**src/rtl/vga_timing_gen.sv**
```systemverilog
// vga_timing_gen: parametrised VGA raster timing generator.
// A clock divider produces a one-clk pixel tick; x/y raster counters advance on
// that tick and every sync/blank/position output is decoded from the registered
// counters, so they move only on tick edges. Line/frame strobes mark the final
// tick of a line/frame, and a wrapping frame counter tracks completed frames.
`timescale 1ns/1ps

module vga_timing_gen #(
    parameter int H_VISIBLE = 640,
    parameter int H_FP      = 16,
    parameter int H_SYNC    = 96,
    parameter int H_BP      = 48,
    parameter int V_VISIBLE = 480,
    parameter int V_FP      = 10,
    parameter int V_SYNC    = 2,
    parameter int V_BP      = 29,
    parameter int CLK_DIV   = 2,
    parameter bit HS_POL    = 1'b0,
    parameter bit VS_POL    = 1'b0,
    parameter int CNT_W     = 10,
    parameter int FC_W      = 16
) (
    input  logic             clk,
    input  logic             rst,
    input  logic             enable,
    output logic             pixel_en,
    output logic             HS,
    output logic             VS,
    output logic [CNT_W-1:0] pixel_x,
    output logic [CNT_W-1:0] pixel_y,
    output logic             blank,
    output logic             last_column,
    output logic             last_row,
    output logic             line_end,
    output logic             frame_end,
    output logic [FC_W-1:0]  frame_count
);

    // Raster geometry, folded into counter-width constants once.
    localparam int H_TOTAL = H_VISIBLE + H_FP + H_SYNC + H_BP;
    localparam int V_TOTAL = V_VISIBLE + V_FP + V_SYNC + V_BP;

    localparam logic [CNT_W-1:0] X_LAST     = CNT_W'(H_TOTAL - 1);
    localparam logic [CNT_W-1:0] Y_LAST     = CNT_W'(V_TOTAL - 1);
    localparam logic [CNT_W-1:0] X_VIS      = CNT_W'(H_VISIBLE);
    localparam logic [CNT_W-1:0] Y_VIS      = CNT_W'(V_VISIBLE);
    localparam logic [CNT_W-1:0] X_VIS_LAST = CNT_W'(H_VISIBLE - 1);
    localparam logic [CNT_W-1:0] Y_VIS_LAST = CNT_W'(V_VISIBLE - 1);
    localparam logic [CNT_W-1:0] HS_FIRST   = CNT_W'(H_VISIBLE + H_FP);
    localparam logic [CNT_W-1:0] HS_LAST    = CNT_W'(H_VISIBLE + H_FP + H_SYNC - 1);
    localparam logic [CNT_W-1:0] VS_FIRST   = CNT_W'(V_VISIBLE + V_FP);
    localparam logic [CNT_W-1:0] VS_LAST    = CNT_W'(V_VISIBLE + V_FP + V_SYNC - 1);

    logic             pixel_tick;
    logic [CNT_W-1:0] x_q, x_d;
    logic [CNT_W-1:0] y_q, y_d;
    logic [FC_W-1:0]  fc_q, fc_d;
    logic             x_at_last;
    logic             y_at_last;
    logic             hs_active;
    logic             vs_active;

    // Pixel-clock divider. With CLK_DIV == 1 every enabled clock is a pixel,
    // so no divider state exists at all.
    generate
        if (CLK_DIV > 1) begin : g_div
            localparam int DIV_W = $clog2(CLK_DIV);
            localparam logic [DIV_W-1:0] DIV_LAST = DIV_W'(CLK_DIV - 1);

            logic [DIV_W-1:0] div_q, div_d;

            // Next divider count: advance while enabled, wrap at CLK_DIV-1.
            always_comb begin
                div_d = div_q;
                if (enable) begin
                    if (div_q == DIV_LAST) begin
                        div_d = '0;
                    end else begin
                        div_d = div_q + 1'b1;
                    end
                end
            end

            // Divider register; reset returns it to phase 0.
            always_ff @(posedge clk) begin
                if (rst) begin
                    div_q <= '0;
                end else begin
                    div_q <= div_d;
                end
            end

            assign pixel_tick = enable && (div_q == DIV_LAST);
        end else begin : g_nodiv
            assign pixel_tick = enable;
        end
    endgenerate

    assign x_at_last = (x_q == X_LAST);
    assign y_at_last = (y_q == Y_LAST);

    // Next raster position and frame count; everything holds without a tick.
    always_comb begin
        x_d  = x_q;
        y_d  = y_q;
        fc_d = fc_q;
        if (pixel_tick) begin
            if (x_at_last) begin
                x_d = '0;
                if (y_at_last) begin
                    y_d  = '0;
                    fc_d = fc_q + 1'b1;
                end else begin
                    y_d = y_q + 1'b1;
                end
            end else begin
                x_d = x_q + 1'b1;
            end
        end
    end

    // Raster and frame-count registers; reset wins over enable.
    always_ff @(posedge clk) begin
        if (rst) begin
            x_q  <= '0;
            y_q  <= '0;
            fc_q <= '0;
        end else begin
            x_q  <= x_d;
            y_q  <= y_d;
            fc_q <= fc_d;
        end
    end

    // Sync windows decoded straight from the registered counters.
    always_comb begin
        hs_active = (x_q >= HS_FIRST) && (x_q <= HS_LAST);
        vs_active = (y_q >= VS_FIRST) && (y_q <= VS_LAST);
    end

    assign HS          = hs_active ? HS_POL : ~HS_POL;
    assign VS          = vs_active ? VS_POL : ~VS_POL;
    assign pixel_x     = x_q;
    assign pixel_y     = y_q;
    assign blank       = (x_q >= X_VIS) || (y_q >= Y_VIS);
    assign last_column = (x_q == X_VIS_LAST);
    assign last_row    = (y_q == Y_VIS_LAST);
    assign pixel_en    = pixel_tick;
    assign line_end    = pixel_tick && x_at_last;
    assign frame_end   = pixel_tick && x_at_last && y_at_last;
    assign frame_count = fc_q;

endmodule

```
**config.mk**
```make
export PLATFORM = sky130hd
export DESIGN_NAME = vga_timing_gen
export DESIGN_NICKNAME = d
export VERILOG_FILES = /design/src/rtl/vga_timing_gen.sv
export SDC_FILE = /design/constraint.sdc
export NUM_CORES = 1
export LEC_CHECK = 0
export ABC_CLOCK_PERIOD_IN_PS = 2400
export BUFFER_PORTS_ARGS = -buffer_cell sky130_fd_sc_hd__buf_2
export CAP_MARGIN = 0
export CORE_MARGIN = 2
export CORE_UTILIZATION = 25
export CTS_CLUSTER_SIZE = 14
export DETAILED_ROUTE_END_ITERATION = 8
export HOLD_SLACK_MARGIN = 0.02
export MAX_ROUTING_LAYER = met4
export PLACE_DENSITY = 0.41
export SLEW_MARGIN = 20
export SYNTH_ARGS = -nofsm -noshare
export SYNTH_HDL_FRONTEND = slang
export SYNTH_SLANG_ARGS = --single-unit
```
**constraint.sdc**
```tcl
create_clock -name clk -period 2.4 [get_ports clk]
set_input_delay 0.24 -clock clk [delete_from_list [all_inputs] [get_ports clk]]
set_output_delay 0.24 -clock clk [all_outputs]
set_load 0.02 [all_outputs]
```
==> run_results.csv, run 1 <==
group,metric,value,unit
outcome,status,"finished clean",
yosys,ys_top_cells_by_count,"37 x dfxtp_1, 24 x a21oi_1, 16 x nor2_1",
pwr,power_density,448,mW/mm2
placed_design,pre_cts_ws,0.201,ns
detailed_routing,drt-initial-drc-count,91,
cells_and_area,final_layout_size_suffix_gt1_share,24.0,%
critical_path,path_common_cell,"buf_4",
critical_path,worst-endpoint-required,2.16,ns
floorplan,core_area,0.00765,mm2
detailed_routing,vias,1944,
clocking,ctsRootBufferMaster,"clkbuf_8",
placed_design,place.detailed.instances,379,
clocking,clock_tree_from_tritoncts,"yes",
clocking,cts_buffers,5,
sta,fin_tns_setup,0,ns
sta,post-route-worst-setup-slack,0.173,ns
yosys,ys_ff_latch,37,
critical_path,timing.critical_path.to_type,"output port",
critical_path,critical_path_peak_fanout,29,
pwr,power.net_switching,258,uW
yosys,post_synth_instance_area,0.00195,mm2
critical_path,critPathKind,"reg -> out",
critical_path,delay_of_the_slowest_cell_on_the_worst_path,0.41,ns
critical_path,worst_path_dominant_cell_family,"buffers and inverters",
critical_path,worstSetupStartpointType,"register",
yosys,netlist-cell-type-count,38,
detailed_routing,remaining_drc_errors,0,
placed_design,gp_congestion,0.731,
sta,finalSetupViolations,0,
pwr,p_int,829,uW
placed_design,post-dp-hpwl,3.88,mm
pwr,clock_power_share,39.5,%
clocking,cts-root-to-sink-buffers,2,
sta,timing.fmax,449,MHz
worst_hold_path,type_of_the_tightest_min_delay_check,"in -> reg",
floorplan,dieWidth,92.4,um
job,drv_cap,0,
cells_and_area,fillCellCount,825,
detailed_routing,totalWireLength,5.30,mm
yosys,post_synthesis_cells,233,
floorplan,design.die.area,0.00854,mm2
cells_and_area,insertedDiodeCount,0,
global_routing,grt.total_usage,13.4,%
sta,skew,0.00383,ns
yosys,synth_area_per_cell,8.39,um2
yosys,share_of_flip_flops_with_an_asynchronous_set_or_reset_after_synthesis,0,%
yosys,synthesis.nets,242,
pwr,p_sw_share,23.7,%
clocking,clkLatencyLatePin,0.29,ns
floorplan,initial_utilization,25.6,%
sta,report.final.slew_viol_count,0,
floorplan,std_cell_rows,32,
critical_path,crit_arrival,1.99,ns
yosys,synth_area_leader,"dfxtp_1",
clocking,cts-resized-gates,0,
yosys,synth_seq_area_share,37.9,%
clocking,ctsHtreeMaxLevel,2,
cells_and_area,nNetsFinal,295,
global_routing,number_of_antenna_violations_at_the_first_check_in_global_routing,0,
critical_path,crit_chain,"ha_1 -> and3_1 -> nand4_1 -> buf_4 -> buf_4 -> inv_1 -> buf_2",
pwr,ir_worst_vdd,0.000234,V
cells_and_area,instances_no_fill,389,
pwr,power.share.sequential,57.1,%
cells_and_area,finished_core_util,31.7,%
detailed_routing,drt_pre_antenna_iters,4,
yosys,yosys_warnings,0,
global_routing,grt_pass1_vias,1805,
global_routing,grt_start_max_net_pins,30,
floorplan,die-height,92.4,um
detailed_routing,detail-route-antenna-nets,0,
sta,minimum_clock_period,2.23,ns
yosys,synth_most_common_cell,"dfxtp_1",
sta,layout_worst_path_cycle_share,92.8,%
detailed_routing,route.detailed.vias_per_inst,5.00,
pwr,static_leakage,0.000920,uW
clocking,clock_sink_count,37,
sta,worst_pin_slew,0.473,ns
critical_path,critical_path.n_buffers_inverters,4,
yosys,yosys.area.top_type_share,37.9,%
global_routing,global_route.overflow_total,0,
yosys,yosys-top-cells-area,"dfxtp_1 38%, a21oi_1 6.1%, o31ai_1 4.6%",
sta,grt_setup_unrepaired,"false",
cells_and_area,area_growth_syn_to_layout,24.1,%
clocking,clkSlewWorstSetupHoldPaths,0.08,ns
floorplan,ioPinCount,47,
global_routing,grt_pass1_wl,8.99,mm
sta,slew_headroom,68.4,%
detailed_routing,detail_route.wl_per_cell,13.6,um
placed_design,buffer_ports.inserted,46,
pwr,comb_power_share,3.3,%
yosys,postSynth.topFlopCell,"dfxtp_1",
sta,hold_violations,0,
yosys,count_of_flip_flops_with_a_built_in_enable_after_synthesis,0,
critical_path,critical-path-slowest-cell,"dfxtp_1",
-- layout make-up --
type	count	area (um2)	share of cell area, %
multi-input cells	176	1140	46.8
flip-flops and latches	37	741	30.5
repair buffers	54	290	12.0
well taps	102	128	5.26
clock buffers	5	68.8	2.84
inverters	12	45.0	1.86
clock inverters	3	17.5	0.722
-- flip-flops by register name (all words and copies together), names as in the netlist --
| name | cells |
|---|---|
| g_div.div_q | 1 |
| pixel_y | 10 |
| pixel_x | 10 |
| frame_count | 16 |
-- worst register-to-register path: stages, from the launching register on --
cell and delay [ns]:
dfxtp_1 0.39, inv_1 0.11, ha_1 0.14, nor2b_1 0.29, nand4_1 0.25, nor4_1 0.42, mux2_2 0.38
-- worst paths after layout --
| check | start | to | slack (ns) | cells past startpoint |
|---|---|---|---|---|
| worst min register to register | frame_count[15] | frame_count[15] | 0.48 | 2 |
| worst max-delay path | pixel_x[0] | line_end | 0.17 | 7 |
| worst min-delay path | enable | g_div.div_q | 0.23 | 3 |
| worst max register to register | pixel_y[0] | frame_count[7] | 0.33 | 6 |
-- kinds of logic (layout without fill, tap and decap cells) --
family	Yosys count	in the layout	share of synthesized area [%]
adders and majority gates	6	6	3.84
xor gates and xnor gates	10	10	4.48
AOI/OAI and AO/OA	51	51	15.4
and+or+nand+nor	107	107	33.3
DFF	37	37	37.9
muxes	2	2	1.15
buffers and inverters	20	74	3.97
-- through the flow --
step | hold slack [ns] | power [uW] | area, um2
floorplan | 0.377 | 657 | 1950
global placement | 0.480 | 672 | 2320
detailed placement | 0.475 | 672 | 2320
CTS | 0.225 | 1110 | 2410
global route | 0.245 | 1140 | 2430
finish | 0.227 | 1090 | 2430
-- cells in the final DEF, fill, tap and decap left out, drive strengths merged, types with 3 or more instances in the layout --
cell and count:
a21oi 24, and3 6, and4 4, buf 54, clkbuf 5, clkinv 3
dfxtp 37, ha 6, inv 11, nand2 14, nand3 10, nand4 15
nor2 16, nor2b 4, nor4b 4, o21ai 11, o31ai 12, or3 10
or4 12, xnor2 6, xor2 4
-- routing by layer --
metal	share of wire, %	vias up	global-route usage [%]
met2	44	49	20.5
met4	0.87	0	3.86
met1	49	906	17.7
li1	-	983	-
met5	0	-	-
met3	5.8	6	3.01
-- timing repair --
action	in CTS	in global routing
setup endpoints to repair	0	6
buffers inserted	0	2
hold buffers	0	0
-- power groups by stage --
stage	logic, uW	clock network (uW)	registers (uW)
finish	36.4	430	621
detailed placement	37.1	0	635
CTS	37.3	453	621
global route	41.3	481	621
global placement	37.2	0	635
floorplan	20.4	0	637
No activity file was read; power rests on OpenSTA's default activity.
==> run 2: changes to the inputs <==
==> constraint.sdc (replaced) <==
create_clock -name clk -period 2.4 [get_ports clk]
set_input_delay 0 -clock clk [delete_from_list [all_inputs] [get_ports clk]]
set_output_delay 0 -clock clk [all_outputs]
set_load 0.02 [all_outputs]
==> run_results.csv, run 2 (synthesis results as in run 1) <==
group,metric,value,unit
critical_path,r2r_cells,6,
cells_and_area,final_layout_size_suffix_gt1_share,22.8,%
clocking,cts-root-to-sink-buffers,2,
floorplan,die-height,92.4,um
critical_path,worst-endpoint-required,2.61,ns
detailed_routing,route.detailed.vias_per_inst,4.96,
global_routing,global_route.overflow_total,0,
clocking,post-cts-setup-buffers,0,
clocking,clock_sink_count,37,
worst_hold_path,timing.hold.worst_path_depth,2,
floorplan,ioPinCount,47,
global_routing,grt_pass1_wl,9.49,mm
critical_path,worst_path_dominant_cell_family,"simple AND/OR/NAND/NOR gates",
clocking,clkSlewWorstSetupHoldPaths,0.08,ns
critical_path,worstSetupStartpointType,"register",
pwr,power_density,453,mW/mm2
detailed_routing,vias,1918,
worst_hold_path,hold_start,"rst",
detailed_routing,wl_met1,2.59,mm
critical_path,critical_path_peak_fanout,12,
global_routing,number_of_antenna_violations_at_the_first_check_in_global_routing,0,
clocking,clock_tree_from_tritoncts,"yes",
global_routing,grt_pass1_vias,1875,
critical_path,timing.critical_path.to_type,"register",
clocking,ctsRootBufferMaster,"clkbuf_8",
clocking,clkLatencyLatePin,0.29,ns
floorplan,initial_utilization,25.6,%
placed_design,buffer_ports.inserted,46,
critical_path,crit_arrival,2.36,ns
sta,fin_tns_setup,0,ns
critical_path,critical-path-slowest-cell,"or4_1",
pwr,ir_worst_vdd,0.000229,V
detailed_routing,remaining_drc_errors,0,
critical_path,delay_of_the_slowest_cell_on_the_worst_path,0.60,ns
detailed_routing,detail_route.wl_per_cell,14.2,um
cells_and_area,final_common_cell,"buf_2",
critical_path,critical_path.n_buffers_inverters,1,
sta,grt_setup_unrepaired,"false",
detailed_routing,drt_pre_antenna_iters,4,
sta,slew_headroom,67.8,%
clocking,cts_buffers,5,
sta,finalSetupViolations,0,
placed_design,post-dp-hpwl,3.97,mm
floorplan,core_area,0.00765,mm2
floorplan,design.die.area,0.00854,mm2
cells_and_area,largest_register_ffs,16,
global_routing,grt_start_max_net_pins,26,
pwr,total_power,1090,uW
detailed_routing,totalWireLength,5.49,mm
placed_design,gp_congestion,0.795,
critical_path,rrSetupSlack,0.26,ns
sta,report.final.slew_viol_count,0,
critical_path,crit-reg2reg-capture,"frame_count[8]",
cells_and_area,nNetsFinal,293,
sta,timing.fmax,467,MHz
pwr,p_sw_share,24.0,%
sta,layout_worst_path_cycle_share,89.3,%
critical_path,critPathKind,"reg -> reg",
outcome,status,"finished clean",
detailed_routing,wl_met2,2.60,mm
sta,worst_pin_slew,0.484,ns
global_routing,grt.total_usage,14.1,%
clocking,ctsHtreeMaxLevel,2,
floorplan,dieWidth,92.4,um
critical_path,crit_chain,"inv_1 -> ha_1 -> nor2b_1 -> nand4_1 -> or4_1 -> a21oi_1",
detailed_routing,maxUsedRoutingLayer,"met4",
sta,hold_violations,0,
sta,finalHoldWorstSlack,0.150,ns
sta,minimum_clock_period,2.14,ns
detailed_routing,met3RoutedLength,250,um
job,drv_cap,0,
critical_path,r2r_start,"pixel_y[1]",
worst_hold_path,hold_path_end,"g_div.div_q",
pwr,comb_power_share,3.4,%
pwr,power.share.sequential,56.8,%
cells_and_area,area_growth_syn_to_layout,23.3,%
pwr,power.net_switching,262,uW
pwr,clock_power_share,39.8,%
pwr,static_leakage,0.000913,uW
pwr,p_int,830,uW
worst_hold_path,type_of_the_tightest_min_delay_check,"in -> reg",
floorplan,std_cell_rows,32,
sta,skew,0.00738,ns
cells_and_area,layout_common_cells,"46 x buf_2, 37 x dfxtp_1, 24 x a21oi_1",
detailed_routing,detail-route-antenna-nets,0,
detailed_routing,drt-initial-drc-count,106,
cells_and_area,fillCellCount,825,
cells_and_area,insertedDiodeCount,0,
-- run 2: power by group through the flow --
| stage | clock, uW | sequential, uW | combinational [uW] |
|---|---|---|---|
| 5_1_grt | 479 | 622 | 42.5 |
| 4_1_cts | 459 | 621 | 38.3 |
| 3_3_place_gp | 0 | 635 | 36.3 |
| 6_report | 435 | 621 | 36.9 |
| 3_5_place_dp | 0 | 635 | 36.8 |
| 2_1_floorplan | 0 | 637 | 20.4 |
-- run 2: worst max path at each step --
| stage | start | end | slack, ns | depth (start not counted) |
|---|---|---|---|---|
| after CTS | pixel_y[1] | frame_count[8] | 0.25 | 6 |
| after floorplan | pixel_x[0] | pixel_y[7] | 0.46 | 6 |
| after global placement | pixel_y[0] | frame_count[6] | 0.35 | 6 |
| after global routing | pixel_y[1] | frame_count[6] | 0.05 | 6 |
| final | pixel_y[1] | frame_count[8] | 0.26 | 6 |
| after detailed placement | pixel_y[0] | frame_count[8] | 0.27 | 6 |
-- run 2: cell type report --
class	count	area (um2)	share of cell area (%)
multi-input cells	176	1140	47.1
inverters	12	45.0	1.87
repair buffers	52	278	11.5
clock buffers	6	72.6	3.01
clock inverters	2	10.0	0.415
flip-flops and latches	37	741	30.7
well taps	102	128	5.30
-- run 2: layer usage --
metal / track usage (%) / vias up
li1: - / 974
met1: 18.3 / 891
met2: 22.5 / 48
met3: 2.85 / 5
met4: 3.73 / 0
met5: - / -
-- run 2: worst register-to-register path, cell delays in order, from the launching register on --
cell,delay (ns)
dfxtp_1,0.38
inv_1,0.10
ha_1,0.14
nor2b_1,0.26
nand4_1,0.43
or4_1,0.60
a21oi_1,0.15
-- run 2: through the flow --
stage / utilization, % / area [um2] / instances / setup slack, ns
final: 31.5 / 2410 / 387 / 0.257
after global routing: 31.5 / 2410 / 387 / 0.0473
after CTS: 31.5 / 2410 / 387 / 0.248
after detailed placement: 30.3 / 2320 / 378 / 0.272
after global placement: 30.3 / 2320 / 378 / 0.351
after floorplan: - / 1950 / 233 / 0.456
-- run 2: repair_timing --
action | CTS | global route
endpoints found under the hold margin | 1 | 0
gates resized for setup | 0 | 0
hold buffers | 1 | 0
